**config.mk**
```make
export PLATFORM = sky130hd
export DESIGN_NAME = vga_frame_scanner
export DESIGN_NICKNAME = d
export VERILOG_FILES = /design/src/rtl/vga_frame_scanner.sv
export SDC_FILE = /design/constraint.sdc
export NUM_CORES = 1
export LEC_CHECK = 0
export CAP_MARGIN = 20
export CORE_MARGIN = 3
export CORE_UTILIZATION = 35
export CTS_BUF_LIST = sky130_fd_sc_hd__clkbuf_2
export DETAILED_ROUTE_END_ITERATION = 7
export GPL_ROUTABILITY_DRIVEN = 0
export MAX_ROUTING_LAYER = met4
export PLACE_DENSITY_LB_ADDON = 0.08
export SYNTH_ARGS = -nofsm -noshare
export SYNTH_HDL_FRONTEND = slang
export SYNTH_SLANG_ARGS = --single-unit
```
**constraint.sdc**
```tcl
create_clock -name clk -period 4.7 [get_ports clk]
set_input_delay 1.175 -clock clk [delete_from_list [all_inputs] [get_ports clk]]
set_output_delay 1.175 -clock clk [all_outputs]
set_load 0.02 [all_outputs]
```
**src/rtl/vga_frame_scanner.sv**
```systemverilog
// vga_frame_scanner: VGA pixel-timing and framebuffer-fetch stage.
// It scans FRAMES frames after each start pulse and drives active-low syncs
// plus greyscale R=G=B from the framebuffer. Colour and sync reach the pins
// together, one pixel tick after the counters. DONE stays high after the
// last frame until the next start or rst.
// Ports:
//   clk, rst   system clock, synchronous active-high reset
//   start      single-cycle pulse; starts a scan from IDLE or DONE
//   rd_addr    framebuffer read address (y*H_ACTIVE+x of current pixel)
//   rd_data    framebuffer data, valid one clk after rd_addr changes
//   Hsync      horizontal sync, active low
//   Vsync      vertical sync, active low
//   R, G, B    pixel colour
//   DONE       level, high once FRAMES frames have completed
module vga_frame_scanner #(
   parameter int unsigned H_ACTIVE = 640,
   parameter int unsigned H_FP     = 16,
   parameter int unsigned H_SYNC   = 96,
   parameter int unsigned H_BP     = 48,
   parameter int unsigned V_ACTIVE = 480,
   parameter int unsigned V_FP     = 10,
   parameter int unsigned V_SYNC   = 2,
   parameter int unsigned V_BP     = 33,
   parameter int unsigned CLK_DIV  = 2,
   parameter int unsigned ADDR_W   = 19,
   parameter int unsigned FRAMES   = 1
) (
   input  logic              clk,
   input  logic              rst,
   input  logic              start,
   output logic [ADDR_W-1:0] rd_addr,
   input  logic [7:0]        rd_data,
   output logic              Hsync,
   output logic              Vsync,
   output logic [7:0]        R,
   output logic [7:0]        G,
   output logic [7:0]        B,
   output logic              DONE
);

   localparam int unsigned H_TOTAL = H_ACTIVE + H_FP + H_SYNC + H_BP;
   localparam int unsigned V_TOTAL = V_ACTIVE + V_FP + V_SYNC + V_BP;
   localparam int unsigned HW      = $clog2(H_TOTAL);
   localparam int unsigned VW      = $clog2(V_TOTAL);
   localparam int unsigned DW      = $clog2(CLK_DIV);
   localparam int unsigned FW      = $clog2(FRAMES + 1);
   localparam int unsigned HS_BEG  = H_ACTIVE + H_FP;
   localparam int unsigned HS_END  = H_ACTIVE + H_FP + H_SYNC - 1;
   localparam int unsigned VS_BEG  = V_ACTIVE + V_FP;
   localparam int unsigned VS_END  = V_ACTIVE + V_FP + V_SYNC - 1;

   typedef enum logic [1:0] {
      ST_IDLE,
      ST_RUN,
      ST_DONE
   } state_t;

   state_t            state, state_nxt;
   logic [DW-1:0]     div, div_nxt;
   logic [HW-1:0]     hcnt, hcnt_nxt;
   logic [VW-1:0]     vcnt, vcnt_nxt;
   logic [FW-1:0]     frame_cnt, frame_cnt_nxt;
   logic [ADDR_W-1:0] addr_nxt;
   logic              hsync_nxt, vsync_nxt, done_nxt;
   logic [7:0]        pix, pix_nxt;

   logic pix_en, h_wrap, v_wrap, active, h_sync_raw, v_sync_raw, last_frame;

   // Pixel tick and raw timing decoded from the current counters
   always_comb begin
      pix_en     = (state == ST_RUN) && (div == DW'(CLK_DIV - 1));
      h_wrap     = (hcnt == HW'(H_TOTAL - 1));
      v_wrap     = (vcnt == VW'(V_TOTAL - 1));
      active     = (hcnt < HW'(H_ACTIVE)) && (vcnt < VW'(V_ACTIVE));
      h_sync_raw = !((hcnt >= HW'(HS_BEG)) && (hcnt <= HW'(HS_END)));
      v_sync_raw = !((vcnt >= VW'(VS_BEG)) && (vcnt <= VW'(VS_END)));
      last_frame = (frame_cnt == FW'(FRAMES - 1));
   end

   // Next-state and next-output logic
   always_comb begin
      state_nxt     = state;
      div_nxt       = div;
      hcnt_nxt      = hcnt;
      vcnt_nxt      = vcnt;
      frame_cnt_nxt = frame_cnt;
      addr_nxt      = rd_addr;
      hsync_nxt     = Hsync;
      vsync_nxt     = Vsync;
      pix_nxt       = pix;
      done_nxt      = DONE;

      case (state)
         ST_IDLE, ST_DONE: begin
            // Parked: counters frozen at zero, outputs at idle values
            div_nxt       = '0;
            hcnt_nxt      = '0;
            vcnt_nxt      = '0;
            frame_cnt_nxt = '0;
            addr_nxt      = '0;
            hsync_nxt     = 1'b1;
            vsync_nxt     = 1'b1;
            pix_nxt       = 8'd0;
            if (start) begin
               state_nxt = ST_RUN;
               done_nxt  = 1'b0;
            end
         end

         ST_RUN: begin
            div_nxt = pix_en ? '0 : div + DW'(1);
            if (pix_en) begin
               // Current pixel's sync/colour go to the pins; rd_data belongs to rd_addr
               hsync_nxt = h_sync_raw;
               vsync_nxt = v_sync_raw;
               pix_nxt   = active ? rd_data : 8'd0;
               // Address holds through blanking, already pointing at the next line start
               if (active) begin
                  addr_nxt = rd_addr + ADDR_W'(1);
               end
               if (h_wrap) begin
                  hcnt_nxt = '0;
                  if (v_wrap) begin
                     vcnt_nxt = '0;
                     addr_nxt = '0;
                     if (last_frame) begin
                        state_nxt     = ST_DONE;
                        done_nxt      = 1'b1;
                        frame_cnt_nxt = '0;
                        hsync_nxt     = 1'b1;
                        vsync_nxt     = 1'b1;
                        pix_nxt       = 8'd0;
                     end else begin
                        frame_cnt_nxt = frame_cnt + FW'(1);
                     end
                  end else begin
                     vcnt_nxt = vcnt + VW'(1);
                  end
               end else begin
                  hcnt_nxt = hcnt + HW'(1);
               end
            end
         end

         default: begin
            state_nxt = ST_IDLE;
         end
      endcase
   end

   // State and output registers
   always_ff @(posedge clk) begin
      if (rst) begin
         state     <= ST_IDLE;
         div       <= '0;
         hcnt      <= '0;
         vcnt      <= '0;
         frame_cnt <= '0;
         rd_addr   <= '0;
         Hsync     <= 1'b1;
         Vsync     <= 1'b1;
         pix       <= 8'd0;
         DONE      <= 1'b0;
      end else begin
         state     <= state_nxt;
         div       <= div_nxt;
         hcnt      <= hcnt_nxt;
         vcnt      <= vcnt_nxt;
         frame_cnt <= frame_cnt_nxt;
         rd_addr   <= addr_nxt;
         Hsync     <= hsync_nxt;
         Vsync     <= vsync_nxt;
         pix       <= pix_nxt;
         DONE      <= done_nxt;
      end
   end

   // Greyscale: one registered value feeds all three channels
   assign R = pix;
   assign G = pix;
   assign B = pix;

endmodule

```
# Word level (Yosys, flattened, before mapping)
# Cells that the tools add are included.
word_totals:
  out_inout_bits: 46
  reg_bits: 54
  input_bits: 11
  word_cells: 91
classes:
  add_sub_neg: 5
  muxes: 47
  n_reduce_logical: 14
  order_cmp: 6
  eq_ne: 9
op_table:
  columns: ["operator", "count"]
  rows:
  - ["$mux 19", 4]
  - ["$mux 10", 5]
  - ["$mux 8", 5]
  - ["$pmux 10 s2", 2]
  - ["$pmux 19 s2", 1]
  - ["$add 10x1->10 const B", 2]
  - ["$eq 10x10->1 const B", 2]
  - ["$add 19x1->19 const B", 1]
  - ["$mux 1", 18]
  - ["$pmux 8 s2", 1]
  - ["$ge 10x10->1 const B", 1]
  - ["$ge 10x9->1 const B", 1]
  - ["$le 10x10->1 const B", 1]
  - ["$le 10x9->1 const B", 1]
  - ["$lt 10x10->1 const B", 1]
  - ["$lt 10x9->1 const B", 1]
  - ["$mux 2", 5]
  - ["$ne 2x2->1 const B", 5]
  - ["$pmux 1 s2", 5]
  - ["$reduce_and 6->1", 1]
  - ["$reduce_and 5->1", 1]
  - ["$logic_and 1x1->1", 4]
  - ["$pmux 2 s2", 1]
  - ["$reduce_and 4->1", 1]
  - ["9 further kinds", 11]

# Logic depth before layout (Yosys ltp)
# Gate-level depths: netlist of the first run.
logic_depth:
  word_depth: 8
  depth_mapped: 8
  mapped_depth_nobuf: 7

# Worst setup path before layout of the first run
# Ideal clock, no wire load.
synth_timing:
  path_type: "in2reg"
  start: "input port rst"
  end: "register rd_addr[9]"
  stages: 6
  t_arrival_ps: 2228
  slack_ps: 2408
  setup_ps: 64
  required_time_ps: 4636
  cell_sequence: "clkbuf_1 nand2b_1 a21oi_1 nor2_2 buf_2 nor2_1"
synth_lines:
  columns: ["element", "line_no", "rtl"]
  rows:
  - ["start, declared", "29", "input logic rst,"]
  - ["end signal, assigned", "170", "rd_addr <= addr_nxt;"]
  - ["end, declared", "31", "output logic [ADDR_W-1:0] rd_addr,"]

# Final worst setup path of the first run
layout_timing:
  start: "register rd_addr[2]"
  end: "output port rd_addr[2]"
# No word-level cell between the ends.

==> results of run 1 <==
-- synthesized netlist by cell type, drive strengths merged (2+ instances only) --
cell    count  share of area (%)
a211oi      3               0.82
a21oi      24                4.4
a311oi      3               0.96
a31oi       5                1.1
and3        3               0.68
and4        4                1.3
buf        20                5.1
clkbuf      8                1.1
dfxtp      53                 39
ha          5                2.3
inv         9                1.2
nand2      29                4.0
nand2b     11                2.6
nand3      25                4.6
nand4      11                2.5
nor2       35                5.0
nor3       14                3.0
nor4        6                1.4
nor4b       2               0.64
nor4bb      2               0.73
o21ai      17                3.1
o31ai       4                1.3
o41ai       2                1.3
or2         2               0.46
or3         4               0.91
or4         2               0.55
xnor2      14                4.5
xor2        6                1.9
-- through the flow --
stage               utilization (%)  hold slack [ps]  cells
floorplan                         -            461.7    336
global placement              44.08            453.4    464
detailed placement            44.08            458.2    464
CTS                           44.65            486.4    472
global route                  44.65            511.0    472
finish                        44.65            485.5    472
-- worst max path at each step --
stage / endpoint / from / cells past startpoint
detailed placement: rd_addr[1]$_SDFFE_PP0P_ / rst / 5
finish: rd_addr[2] / rd_addr[2]$_SDFFE_PP0P_ / 1
floorplan: rd_addr[9]$_SDFFE_PP0P_ / rst / 6
global placement: rd_addr[1]$_SDFFE_PP0P_ / rst / 5
CTS: rd_addr[2] / rd_addr[2]$_SDFFE_PP0P_ / 1
global route: rd_addr[9]$_SDFFE_PP0P_ / rst / 5
-- logic make-up (layout without fill, tap and decap cells) --
group / Yosys count / in the layout
AOI/OAI and AO/OA: 65 / 65
xor gates and xnor gates: 20 / 20
adders and majority gates: 5 / 5
buffers and inverters: 37 / 74
DFF: 53 / 53
muxes: 1 / 1
and+or+nand+nor: 155 / 155
-- per-layer routing --
metal  vias to the layer above  wire (um)
li1                       1261          -
met1                      1113       3357
met2                        57       2810
met3                         9        380
met4                         0        113
met5                         -          0
-- sequential cells by signal, summed over array words and instances (netlist names) --
register and cells:
div 1, DONE 1, Hsync 1, state 2, hcnt 10, B 8, vcnt 10, rd_addr 19
Vsync 1
-- final cells by class --
| cell class | instances | share of cell area, % |
|---|---|---|
| inverters | 9 | 1.021 |
| well taps | 99 | 3.744 |
| repair buffers | 57 | 17.17 |
| multi-input cells | 246 | 44.71 |
| clock inverters | 3 | 0.5295 |
| flip-flops and latches | 53 | 32.07 |
| clock buffers | 5 | 0.7564 |
-- power by group --
part | leakage [uW] | switching [uW] | total (uW) | internal (uW)
Sequential | 0.000429 | 9.53 | 468 | 458
Clock | 0.0000304 | 151 | 187 | 35.4
Combinational | 0.000592 | 57.4 | 97.4 | 40.0
==> results.yml, run 1 <==
worst_hold_path:
  min_path_type: "flop to flop"
  min_path_cells: 1
  min_to: "rd_addr[18]$_SDFFE_PP0P_"
  hp-start: "rd_addr[18]$_SDFFE_PP0P_"
routing:
  drt-total-wl_um: 6662
  viasPerCell: 5.169
  routedWlPerCell_um: 14.11
  num_vias: 2440
  drc: 0
  first_iter_violations: 139
  ant_nets: 0
  dr.pass1.iters: 4
power_and_ir_drop:
  total_power_uw: 752.0
  peakVddDrop_uv: 83.29
  leakagePower_uw: 0.001051
  p_per_area_nw_per_um2: 227.3
sta:
  final.setup.tns_ps: 0
  hold_violations: 0
  setup_ws_ps: 1906
  rsz0062_at_grt: "no"
  max_clock_freq_ghz: 0.3579
  min_period_ps: 2794
  skew_ps: 25.60
  tightestPinTransition_ps: 977.6
  period_share_pct: 59.45
  maxSlewViolCount: 0
  finalSetupViolations: 0
  max_slew_margin_pct: 34.83
global_route:
  grtUsageMet1_pct: 21.93
  grt_pass1_wl_um: 11070
  grt_overflow: 0
  use_met3_pct: 3.267
  top_usage_layer: "met2"
  antenna_found_initial: 0
  grt_max_degree: 25
  track_usage_pct: 15.91
  grt_pass1_vias: 2245
  globalRouteMet2Util_pct: 23.40
clock_network:
  cts_setup_buffers: 0
  cts_buffer_depth: 2
  cts_root_buf: "clkbuf_2"
  cts_resized: 0
  path_clk_slew_ps: 290
  cts.sinks: 53
  postCtsHoldBufs: 0
  cts_max_level: 2
  cts_buffers: 5
  cts_tree: "done"
  clock_latency_ps: 460
yosys:
  syn_area_sq_um: 2743
  ys.flop_type: "dfxtp_1"
  ys_seq_elements: 53
  yosysSeqAreaShare_pct: 38.69
  synth-edff-count: 0
  synthCells: 336
  synth_cell_types: 48
  synth_xor_xnor_area_share_pct: 6.387
  synthArstFlopShare_pct: 0
  ys_warn_count: 0
  yosys.area_share.simple_pct: 29.84
  synthesis.nets: 352
  avgSynthCellArea_sq_um: 8.163
  synth_top_family_by_area: "simple AND/OR/NAND/NOR gates"
  yosys.area_share.adder_pct: 2.281
  synth.mux.area_fraction_pct: 0.3650
  synth-compound-area-share_pct: 15.05
setup_path:
  path_class: "flop to output port"
  cpLargestDelayFamily: "buffers and inverters"
  max_stage_delay_ps: 650
  crit_path_max_fanout: 7
  rrSetupSlack_ps: 2280
  arrival_ps: 1620
  worstPathRequired_ps: 3520
  path_cells: "clkdlybuf4s50_1"
  worst_setup_path_end_kind: "output port"
  start_kind: "flop"
  reg2reg_depth: 6
  slowest_stage: "clkdlybuf4s50_1"
  timing.rr.end: "rd_addr[9]$_SDFFE_PP0P_"
  timing.critical_path.buf_inv: 1
  r2r-start: "hcnt[1]$_SDFFE_PP0P_"
cells_and_area:
  final_common_cell: "clkdlybuf4s50_1"
  final-seq-area_sq_um: 1061
  multi_input_area_sq_um: 1479
  final_nets: 388
  final_cell_mix: "56 x clkdlybuf4s50_1, 53 x dfxtp_1, 33 x nor2_1"
  syn2layout_area_growth_pct: 20.62
  insertedDiodeCount: 0
  fill_cells: 753
  fin_area_sq_um: 3308
  drive_gt1_share_pct: 4.558
floorplan:
  coreArea_sq_um: 7408
  die_w_um: 94.52
  rows: 31
  boundaryPins: 57
  die_h_um: 94.52
  initial_core_util_pct: 37.02
  die_area_sq_um: 8934
place:
  io_buffers: 56
  place_ws_ps: 1461
  dp_hpwl_um: 4749
  post_dp_cell_area_sq_um: 3266
status:
  status: "complete, no violations"
job:
  cap_violations: 0
No activity file was read; power rests on OpenSTA's default activity.
==> run 2, diff against run 1 <==
==> constraint.sdc (replaced) <==
create_clock -name clk -period 2.3 [get_ports clk]
set_input_delay 0.575 -clock clk [delete_from_list [all_inputs] [get_ports clk]]
set_output_delay 0.575 -clock clk [all_outputs]
set_load 0.02 [all_outputs]
==> run 2 against run 1 <==
  * First-iteration DRC count down 0.72%
  * Largest cell class unchanged
  * Largest power group unchanged
  * Power up 100%
  * Critical path depth unchanged
  * Critical endpoint is now rd_addr[8]
==> results.yml, run 2 (same netlist as run 1, synthesis figures left out) <==
clock_network:
  cts_max_level: 2
  postCtsHoldBufs: 0
  clock_latency_ps: 440
  cts_buffer_depth: 2
  cts.sinks: 53
  cts_tree: "done"
  path_clk_slew_ps: 280
  cts_root_buf: "clkbuf_2"
  cts_buffers: 5
global_route:
  grt_pass1_vias: 2238
  grt_pass1_wl_um: 11070
  grt_overflow: 0
  antenna_found_initial: 0
  grt_max_degree: 28
  track_usage_pct: 15.70
worst_hold_path:
  hp-start: "B[5]$_SDFFE_PP0P_"
  min_path_type: "flop to flop"
routing:
  drc: 0
  num_vias: 2484
  dr.pass1.iters: 4
  drt-total-wl_um: 6572
  routedWlPerCell_um: 13.63
  viasPerCell: 5.154
  ant_nets: 0
  first_iter_violations: 138
floorplan:
  die_h_um: 94.52
  coreArea_sq_um: 7408
  die_area_sq_um: 8934
  die_w_um: 94.52
  rows: 31
  initial_core_util_pct: 37.02
  boundaryPins: 57
status:
  status: "complete, no violations"
setup_path:
  arrival_ps: 1610
  start_kind: "flop"
  max_stage_delay_ps: 650
  worst_setup_path_end_kind: "output port"
  path_class: "flop to output port"
  cpLargestDelayFamily: "buffers and inverters"
  worstPathRequired_ps: 1730
  timing.critical_path.buf_inv: 1
  path_cells: "clkdlybuf4s50_1"
  r2r-start: "vcnt[5]$_SDFFE_PP0P_"
  crit_path_max_fanout: 7
  slowest_stage: "clkdlybuf4s50_1"
  startpoint: "rd_addr[8]$_SDFFE_PP0P_"
cells_and_area:
  insertedDiodeCount: 0
  drive_gt1_share_pct: 7.311
  layoutNonFillerInstCount: 482
  final_common_cell: "clkdlybuf4s50_1"
  syn2layout_area_growth_pct: 23.91
  largest_reg_flops: 19
  reg_top3: "rd_addr x19, hcnt x10, vcnt x10"
  final_cell_mix: "56 x clkdlybuf4s50_1, 52 x dfxtp_1, 33 x nor2_1"
  final_nets: 399
  regMostFlops: "rd_addr"
sta:
  max_clock_freq_ghz: 0.4579
  skew_ps: 25.56
  min_period_ps: 2184
  final.setup.tns_ps: 0
  max_slew_margin_pct: 56.44
  maxSlewViolCount: 0
  rsz0062_at_grt: "no"
  setup_ws_ps: 115.9
  hold_violations: 0
  period_share_pct: 94.96
  tightestPinTransition_ps: 649.4
  hold_ws_ps: 493.3
  finalSetupViolations: 0
power_and_ir_drop:
  leakagePower_uw: 0.001101
  p_per_area_nw_per_um2: 451.3
  total_power_uw: 1534
  peakVddDrop_uv: 180.1
place:
  io_buffers: 56
  placed_cells: 473
  dp_hpwl_um: 4765
  place_ws_ps: 51.44
job:
  cap_violations: 0
[run 2: final cells by class]
type	instances	area, sq um
Fill cell	736	4010
Multi-Input combinational cell	246	1479
Sequential cell	53	1062
Timing Repair Buffer	68	663.1
Tap cell	99	123.9
Inverter	9	33.78
Clock buffer	5	25.02
Clock inverter	2	11.26
[run 2: path summary, 6_finish.rpt]
path,to,slack [ps],depth (start not counted)
setup / recovery,rd_addr[8],120,1
hold / removal,B[5]$_SDFFE_PP0P_,490,2
setup reg to reg,rd_addr[6]$_SDFFE_PP0P_,200,6
hold reg to reg,B[5]$_SDFFE_PP0P_,490,2
[run 2: metal layers]
layer	part of all wire [%]	global-route usage (%)
met3	5.9	3.347
met5	0	-
met1	51	21.62
met2	42	23.23
met4	1.2	4.447
[run 2: metrics by stage]
stage | utilization (%) | cell area (sq um)
floorplan | - | 2743
global placement | 45.16 | 3346
detailed placement | 45.16 | 3346
CTS | 45.65 | 3382
global route | 45.87 | 3398
finish | 45.87 | 3398
[run 2: where the power goes]
group	leakage (uW)	switching, uW	internal [uW]	total, uW
sequential	0.000429	17.2	937	954
combinational	0.000650	121	96.9	218
clock	0.0000225	296	65.3	362
total	0.00110	435	1100	1530
[run 2: timing repair]
item | 4_1_cts | 5_1_grt
setup buffers | 0 | 2
resized for setup | 0 | 1
endpoints found under the setup margin | 0 | 19
